File: config.mk
export PLATFORM = sky130hd
export DESIGN_NAME = sha256_cme_sched_ctrl_flat
export DESIGN_NICKNAME = d
export VERILOG_FILES = /design/src/rtl/sha256_cme_sched_ctrl_if.sv /design/src/rtl/sha256_cme_sched_ctrl.sv /design/src/flat_wrapper.sv
export SDC_FILE = /design/constraint.sdc
export NUM_CORES = 1
export LEC_CHECK = 0
export BUFFER_PORTS_ARGS = -buffer_cell sky130_fd_sc_hd__buf_2
export CORE_MARGIN = 2
export CORE_UTILIZATION = 40
export CTS_CLUSTER_SIZE = 12
export DETAILED_ROUTE_END_ITERATION = 8
export GPL_TIMING_DRIVEN = 0
export MAX_ROUTING_LAYER = met4
export PLACE_DENSITY = 0.64
export SYNTH_ARGS = -nofsm -noshare
export SYNTH_HDL_FRONTEND = slang
export SYNTH_SLANG_ARGS = --single-unit
File: constraint.sdc
create_clock -name CLK -period 31.5 [get_ports CLK]
set_input_delay 6.3 -clock CLK [delete_from_list [all_inputs] [get_ports CLK]]
set_output_delay 6.3 -clock CLK [all_outputs]
set_load 0.02 [all_outputs]
File: src/rtl/sha256_cme_sched_ctrl_if.sv
// Digest-in / schedule-word-out handshake bundle for the SHA-256 second-pass scheduler.
// Latency: none (wires only).
// Backpressure: valid/ready on both the start and the word channel.
interface sha256_cme_sched_ctrl_if;
    logic         start_valid;
    logic         start_ready;
    logic [255:0] digest_in;
    logic         w_valid;
    logic         w_ready;
    logic [31:0]  w_out;
    logic [5:0]   w_idx;
    logic         w_last;
    logic         done;

    // Producer of digests and consumer of schedule words.
    modport master (
        output start_valid, digest_in, w_ready,
        input  start_ready, w_valid, w_out, w_idx, w_last, done
    );

    // The scheduler itself.
    modport slave (
        input  start_valid, digest_in, w_ready,
        output start_ready, w_valid, w_out, w_idx, w_last, done
    );
endinterface

File: src/rtl/sha256_cme_sched_ctrl.sv
// Message-schedule sequencer for the second SHA-256 pass: emits W0..W63 from a 16-word sliding window.
// Latency: first word one cycle after the start handshake; one word per cycle; done one cycle after W63.
// Backpressure: w_ready low freezes window, index and outputs; start is only taken while idle.
module sha256_cme_sched_ctrl #(
    parameter logic [31:0] W8_PAD  = 32'h80000000,
    parameter logic [31:0] W15_LEN = 32'h00000100
) (
    input  logic                    CLK,
    input  logic                    RST,
    sha256_cme_sched_ctrl_if.slave  bus
);

    typedef enum logic {IDLE, RUN} state_t;

    state_t      state;
    logic [5:0]  idx;
    logic [31:0] win [16];
    logic        done_q;
    logic [31:0] w_new;

    function automatic logic [31:0] sig0(input logic [31:0] x);
        return {x[6:0], x[31:7]} ^ {x[17:0], x[31:18]} ^ (x >> 3);
    endfunction

    function automatic logic [31:0] sig1(input logic [31:0] x);
        return {x[16:0], x[31:17]} ^ {x[18:0], x[31:19]} ^ (x >> 10);
    endfunction

    // Next expanded word from the pre-shift window; only feeds the window, never w_out.
    always_comb begin
        w_new = sig1(win[14]) + win[9] + sig0(win[1]) + win[0];
    end

    // Handshake flags come from the state register alone; start_ready is held low during reset.
    assign bus.start_ready = (state == IDLE) && !RST;
    assign bus.w_valid     = (state == RUN);
    assign bus.w_out       = win[0];
    assign bus.w_idx       = idx;
    assign bus.w_last      = (state == RUN) && (idx == 6'd63);
    assign bus.done        = done_q;

    // Sequencer: load the padded block, then shift the window once per accepted word.
    always_ff @(posedge CLK or posedge RST) begin
        if (RST) begin
            state  <= IDLE;
            idx    <= 6'd0;
            done_q <= 1'b0;
            for (int i = 0; i < 16; i++) begin
                win[i] <= 32'd0;
            end
        end else begin
            done_q <= 1'b0;
            case (state)
                IDLE: begin
                    if (bus.start_valid) begin
                        for (int i = 0; i < 8; i++) begin
                            win[i] <= bus.digest_in[255 - 32*i -: 32];
                        end
                        win[8] <= W8_PAD;
                        for (int i = 9; i < 15; i++) begin
                            win[i] <= 32'd0;
                        end
                        win[15] <= W15_LEN;
                        idx     <= 6'd0;
                        state   <= RUN;
                    end
                end
                RUN: begin
                    if (bus.w_ready) begin
                        for (int i = 0; i < 15; i++) begin
                            win[i] <= win[i+1];
                        end
                        win[15] <= w_new;
                        // idx stays at 63 on the final word so it never wraps inside RUN.
                        if (idx == 6'd63) begin
                            state  <= IDLE;
                            done_q <= 1'b1;
                        end else begin
                            idx <= idx + 6'd1;
                        end
                    end
                end
                default: state <= IDLE;
            endcase
        end
    end

endmodule
File: src/flat_wrapper.sv
// flat-port wrapper written by rule: the top's interface ports become plain ports
module sha256_cme_sched_ctrl_flat 
#(
    parameter logic [31:0] W8_PAD  = 32'h80000000,
    parameter logic [31:0] W15_LEN = 32'h00000100
)
  (CLK, RST, bus_start_valid, bus_digest_in, bus_w_ready, bus_start_ready, bus_w_valid, bus_w_out, bus_w_idx, bus_w_last, bus_done);
  sha256_cme_sched_ctrl_if bus_i ();
  input  logic CLK;
  input  logic RST;
  input wire logic [$bits(bus_i.start_valid)-1:0] bus_start_valid;
  input wire logic [$bits(bus_i.digest_in)-1:0] bus_digest_in;
  input wire logic [$bits(bus_i.w_ready)-1:0] bus_w_ready;
  output wire logic [$bits(bus_i.start_ready)-1:0] bus_start_ready;
  output wire logic [$bits(bus_i.w_valid)-1:0] bus_w_valid;
  output wire logic [$bits(bus_i.w_out)-1:0] bus_w_out;
  output wire logic [$bits(bus_i.w_idx)-1:0] bus_w_idx;
  output wire logic [$bits(bus_i.w_last)-1:0] bus_w_last;
  output wire logic [$bits(bus_i.done)-1:0] bus_done;
  assign bus_i.start_valid = bus_start_valid;
  assign bus_i.digest_in = bus_digest_in;
  assign bus_i.w_ready = bus_w_ready;
  assign bus_start_ready = bus_i.start_ready;
  assign bus_w_valid = bus_i.w_valid;
  assign bus_w_out = bus_i.w_out;
  assign bus_w_idx = bus_i.w_idx;
  assign bus_w_last = bus_i.w_last;
  assign bus_done = bus_i.done;
  sha256_cme_sched_ctrl #(.W8_PAD(W8_PAD), .W15_LEN(W15_LEN)) u_core (.CLK(CLK), .RST(RST), .bus(bus_i));
endmodule
==> reports/qor.txt, run 1 <==
status: complete, no violations
clock tree from TritonCTS: done
complex-gate fraction of the synthesized area: 16.0%
Chip Height: 258 um
Area growth, synth to finish: 17.2%
multiplexer area fraction after synthesis: 9.99%
Initial DRC Count: 1757
setup repair after global routing missed its margin: no
Yosys warning count: 0
setup clock skew after layout: 0.0559 ns
total count of max-transition violations in the final report: 0
num ports: 302
Overflow after GRT: 0
Synth area leaders: dfrtp_1, mux2i_1, a22o_1
most used flip-flop cell after synthesis: dfrtp_1
wire length after detailed routing: 89900 um
Final setup viols: 0
top-count cell post-synth: dfrtp_1
area share of fa/ha/maj cells after synthesis: 6.38%
TritonCTS buffer count: 55
Worst Hold Class: flop to flop
clock slew seen by the registers of the worst setup and hold paths: 0.06 ns
headroom to the max-slew limit: 19.1%
final hold viol count: 0
share of the clock period used by the worst path: 41.4%
initial core utilization: 40.2%
area fraction in and, or, nand and nor cells after synthesis: 6.28%
category of the worst setup path capture point: primary output
GRT Total Usage: 27.8%
Unique masters post-synth: 59
Setup TNS Final: 0 ns
wire length of the first global-routing pass: 133000 um
clock sinks: 520
Worst-Skew Late Latency: 0.63 ns
H-tree depth: 2
worst-margin pin slew: 1.21 ns
die area: 66400 um^2
category of the most critical setup path: input pin to primary output
post-synthesis xor/xnor area fraction: 4.80%
data arrival time of the critical path: 6.76 ns
Maximum Capacitance Violations: 0
crit path launch type: input pin
Post-layout nets: 3114
flops & latches, synth: 520
worst hold slack after final layout: 0.479 ns
Resize count post-CTS: 0
largest net degree at the start of global routing: 132
required time of the critical path: 25.20 ns
synthesized area divided by synthesized cell count: 10.7 um^2
number of post-CTS setup repair buffers: 0
DR vias/cell: 5.43
maximum vdd ir drop: 76.5 uV
part of the Yosys area used for sequential elements: 50.5%
cell at the root of the clock tree: clkbuf_16
vias in the first global route: 20300
Async SR Flop Fraction: 100%
top cell type by total area after synthesis: dfrtp_1
dominant combinational cell family by area after synthesis: compound AO/OA/AOI/OAI gates
Total Power: 3.58 mW
initial antenna violation count: 14
half-perimeter wire length of the detailed placement result: 70300 um
total via count in the routed design: 19900
Highest Clock Rate: 76.6 MHz
count of flip-flops with a built-in enable after synthesis: 0
DRC Markers: 0
average wire per standard cell: 24.5 um
detailed-router iteration count before antenna repair: 6
Post-Synthesis Cell Area: 25700 um^2
fill cell total of the finished layout: 6013
Cells after DPL: 3558
number of cells produced by synthesis: 2398
fraction of layout cells with a size suffix above 1: 15.4%
power per cell area: 119 nW/um^2
Die X: 258 um
most common library cells after synthesis: dfrtp_1, nand2_1, o21ai_0, mux2i_1, a22o_1
hold-fix buffer count after cts: 0
Final Critical Period: 13.06 ns
area of the core region: 64000 um^2
total leakage power: 15.7 nW
number of buffers between clock root and the deepest sink: 3
# port buffers: 301
post-route insts no fill: 3664
Syn Nets: 2752
share of Yosys cell area claimed by the top area cell type: 50.5%
FP Rows: 93
routability cong.: 0.947
crit-path max FO: 2
number of nets still failing antenna checks after routing: 0
internal reg-to-reg setup slack: 26.54 ns
worst paths after layout:
kind                                             start  depth (start not counted)                           to
min in group asynchronous                          RST                          2  u_core.win[336]$_DFFE_PP0P_
max reg2reg                u_core.win[456]$_DFFE_PP0P_                         17   u_core.win[27]$_DFFE_PP0P_
max in group asynchronous                          RST                          4  u_core.win[160]$_DFFE_PP0P_
max                                                RST                          3              bus_start_ready
min                        u_core.win[312]$_DFFE_PP0P_                          2  u_core.win[312]$_DFFE_PP0P_
min reg2reg                u_core.win[312]$_DFFE_PP0P_                          2  u_core.win[312]$_DFFE_PP0P_
through the flow:
stage / util (%) / area [um^2] / setup WS [ns]
5_1_grt: 47.1 / 30200 / 18.43
4_1_cts: 47.1 / 30100 / 18.45
3_3_place_gp: 44.3 / 28300 / 5.38
6_report: 47.1 / 30200 / 18.44
2_1_floorplan: - / 25700 / 10.67
3_5_place_dp: 44.4 / 28400 / 18.45
state kept, by name, indices dropped and copies added (netlist names):
name	cells
u_core.bus.w_out	32
u_core.win	480
u_core.bus.w_idx	6
u_core.bus.done	1
u_core.bus.w_valid	1
cell type report:
type | count | area [um^2] | share of cell area, %
diodes | 13 | 32.5 | 0.108
plain buffers | 233 | 1000 | 3.32
clock buffers | 79 | 1550 | 5.13
clock inverters | 14 | 145 | 0.481
inverters | 147 | 559 | 1.85
multi-input cells | 1498 | 11200 | 37.1
flip-flops and latches | 520 | 13000 | 43.1
well taps | 855 | 1070 | 3.55
repair buffers | 305 | 1620 | 5.36
cells in the final DEF (no fill, tap or decap), drive strengths merged, types with 9 or more instances in the layout:
| cell type | Yosys | final |
|---|---|---|
| a21o | 12 | 12 |
| a21oi | 31 | 31 |
| a22o | 225 | 225 |
| buf | 46 | 351 |
| clkbuf | 187 | 266 |
| clkinv | 0 | 9 |
| dfrtp | 520 | 520 |
| diode | 0 | 13 |
| fa | 62 | 62 |
| ha | 32 | 32 |
| inv | 147 | 150 |
| mux2i | 257 | 257 |
| nand2 | 307 | 307 |
| nand3 | 14 | 14 |
| nor2 | 31 | 31 |
| nor3 | 9 | 9 |
| o21ai | 300 | 300 |
| xnor2 | 116 | 116 |
| xor2 | 25 | 25 |
critical path, stage by stage:
cell	delay [ns]
buf_2	0.14
nor2_1	0.11
buf_2	0.21
per-layer routing:
layer | global-route usage [%] | vias up | wire length, um
met3 | 3.68 | 130 | 5650
met2 | 42.1 | 761 | 40600
li1 | - | 8929 | -
met4 | 7.68 | 0 | 2500
met5 | - | - | 0
met1 | 39.2 | 10100 | 41200
where the power goes:
| group | leakage [nW] | internal, mW | switching [mW] |
|---|---|---|---|
| Combinational | 7.99 | 0.736 | 1.19 |
| Sequential | 6.84 | 0.853 | 0.171 |
| Clock | 0.830 | 0.349 | 0.278 |
cells by family (layout without fill, tap and decap cells):
kind of cell | Yosys count | count (layout)
compound gates | 610 | 610
xor+xnor | 141 | 141
fa+ha+maj | 94 | 94
buf+inv | 380 | 778
flops | 520 | 520
mux | 257 | 257
other cells | 0 | 13
simple gates | 396 | 396
Power figures use the tool's default switching activity.
==> run 2: changes to the inputs <==
==> constraint.sdc (replaced) <==
create_clock -name CLK -period 12.13 [get_ports CLK]
set_input_delay 2.426 -clock CLK [delete_from_list [all_inputs] [get_ports CLK]]
set_output_delay 2.426 -clock CLK [all_outputs]
set_load 0.02 [all_outputs]
==> run 2 against run 1 <==
  * Total power grew to 2.6 times the previous value
  * Clock skew is 0.012 ns lower
  * Setup slack worse by 12 ns
  * Design area is 1.0% higher
  * Hold slack worse by 0.0017 ns
  * Core utilization is 0.49 points higher
  * Largest power group unchanged
==> reports/qor.txt, run 2 (synthesized netlist as in run 1, its figures left out) <==
Area growth, synth to finish: 18.4%
initial antenna violation count: 14 (unchanged)
category of the worst setup path capture point: primary output
category of the most critical setup path: input pin to primary output
Final Critical Period: 5.23 ns
power per cell area: 309 nW/um^2 (+160%)
area of the multi-input gates: 11200 um^2 (unchanged)
crit path launch type: input pin
Setup TNS Final: 0 ns (unchanged)
initial core utilization: 40.2% (unchanged)
data arrival time of the critical path: 2.81 ns (-3.95 ns)
most common cell after layout, fill and taps aside: dfrtp_1
Die X: 258 um (unchanged)
Maximum Capacitance Violations: 0 (unchanged)
hold-fix buffer count after cts: 0 (unchanged)
average wire per standard cell: 24.2 um (-1.2%)
num ports: 302 (unchanged)
Overflow after GRT: 0 (unchanged)
wire length of the first global-routing pass: 132000 um (-0.87%)
capture point of the worst reg-to-reg path: u_core.win[17]$_DFFE_PP0P_
total leakage power: 15.8 nW (+0.91%)
post-route insts no fill: 3680 (+0.44%)
number of instances on the worst hold path: 2 (unchanged)
vias in the first global route: 20400 (+0.11%)
internal reg-to-reg setup slack: 7.06 ns (-19.48 ns)
fraction of the core area covered by cells at the end of the flow: 47.6% (+0.49 points)
Worst Hold Class: flop to flop
Seq. cell area: 13000 um^2 (unchanged)
most frequent cells in the layout: dfrtp_1, nand2_1, buf_2
total count of max-transition violations in the final report: 0 (unchanged)
dpl cell area: 28600 um^2 (+0.51%)
cell area after layout: 30500 um^2 (+1.0%)
detailed-router iteration count before antenna repair: 5 (-1)
pre-CTS setup slack: 6.48 ns (-11.98 ns)
number of buffers between clock root and the deepest sink: 3 (unchanged)
FP Rows: 93 (unchanged)
area of the core region: 64000 um^2 (unchanged)
total via count in the routed design: 20100 (+0.82%)
worst-margin pin slew: 1.20 ns (-0.0125 ns)
TritonCTS buffer count: 56 (+1.8%)
Highest Clock Rate: 191 MHz
half-perimeter wire length of the detailed placement result: 70600 um (+0.39%)
clock slew seen by the registers of the worst setup and hold paths: 0.06 ns (about the same)
Chip Height: 258 um (unchanged)
# port buffers: 301 (unchanged)
number of post-CTS setup repair buffers: 0 (unchanged)
GRT Total Usage: 27.5% (-0.27 points)
clock tree from TritonCTS: done
Resize count post-CTS: 0 (unchanged)
Initial DRC Count: 1828 (+4.0%)
die area: 66400 um^2 (unchanged)
clock sinks: 520 (unchanged)
final hold viol count: 0 (unchanged)
hold path startpoint: u_core.win[432]$_DFFE_PP0P_
setup clock skew after layout: 0.0437 ns (-0.0122 ns)
endpoint of the worst hold-timing path: u_core.win[432]$_DFFE_PP0P_
status: complete, no violations
headroom to the max-slew limit: 20.0% (+0.84 points)
Post-layout nets: 3124 (+0.32%)
H-tree depth: 2 (unchanged)
number of nets still failing antenna checks after routing: 0 (unchanged)
maximum vdd ir drop: 208 uV (+170%)
crit-path max FO: 2 (unchanged)
fill cell total of the finished layout: 5962 (-0.85%)
top register by number of flip-flops: u_core.win
DRC Markers: 0 (unchanged)
Worst-Skew Late Latency: 0.63 ns (about the same)
fraction of layout cells with a size suffix above 1: 16.0% (+0.56 points)
Final setup viols: 0 (unchanged)
cell at the root of the clock tree: clkbuf_16
flip-flop count of the largest register after layout: 480 (unchanged)
DR vias/cell: 5.45 (+0.38%)
required time of the critical path: 9.70 ns (-15.50 ns)
share of the clock period used by the worst path: 43.1%
cell depth of the worst flop-to-flop path: 17 (unchanged)
wire length after detailed routing: 89200 um (-0.80%)
worst hold slack after final layout: 0.477 ns (-0.00173 ns)
largest net degree at the start of global routing: 47 (-64%)
smallest setup slack after layout: 6.90 ns (-11.55 ns)
Cells after DPL: 3567 (+0.25%)
routability cong.: 0.984 (+3.8%)
worst reg2reg startpoint: u_core.win[456]$_DFFE_PP0P_
Total Power: 9.41 mW (+160%)
setup repair after global routing missed its margin: no
-- run 2: changes by cell type in the layout (fill, tap and decap cells not counted), sizes merged --
cell | before | now
buf | 351 | 360
diode | 13 | 14
clkbuf | 266 | 272
clkinv | 9 | 8
bufinv | 1 | 2
inv | 150 | 148
clkinvlp | 1 | 3
-- run 2: area by class of cell --
type	instances	share of cell area, %
Multi-Input combinational cell	1498	36.7
Clock inverter	14	0.567
Timing Repair Buffer	314	5.80
Buffer	233	3.28
Sequential cell	520	42.7
Inverter	147	1.82
Antenna cell	14	0.115
Clock buffer	85	5.52
Tap cell	855	3.51
-- run 2: how the worst max path moves through the flow --
stage	start	to	slack [ns]	depth (start not counted)
floorplan	RST	u_core.bus.done$_DFF_PP0_	2.64	1
global placement	RST	u_core.win[101]$_DFFE_PP0P_	-0.06	2
detailed placement	bus_w_ready	u_core.win[9]$_DFFE_PP0P_	6.48	10
CTS	RST	bus_start_ready	6.90	3
global route	u_core.win[456]$_DFFE_PP0P_	u_core.win[17]$_DFFE_PP0P_	6.82	17
finish	RST	bus_start_ready	6.90	3
-- run 2: where the power goes --
| group | switching (mW) | internal, mW | total (mW) |
|---|---|---|---|
| combinational | 3.10 | 1.95 | 5.05 |
| clock | 0.729 | 0.998 | 1.73 |
| sequential | 0.425 | 2.22 | 2.64 |
-- run 2: worst max-delay path, cell delays in order --
cell    delay, ns
buf_2        0.12
nor2_1       0.08
buf_2        0.18
-- run 2: per-layer routing --
| metal | GRT usage (%) | wire length [um] |
|---|---|---|
| met1 | 37.5 | 39300 |
| met2 | 41.0 | 39700 |
| met3 | 5.66 | 7140 |
| met4 | 9.06 | 3070 |
| met5 | - | 0 |
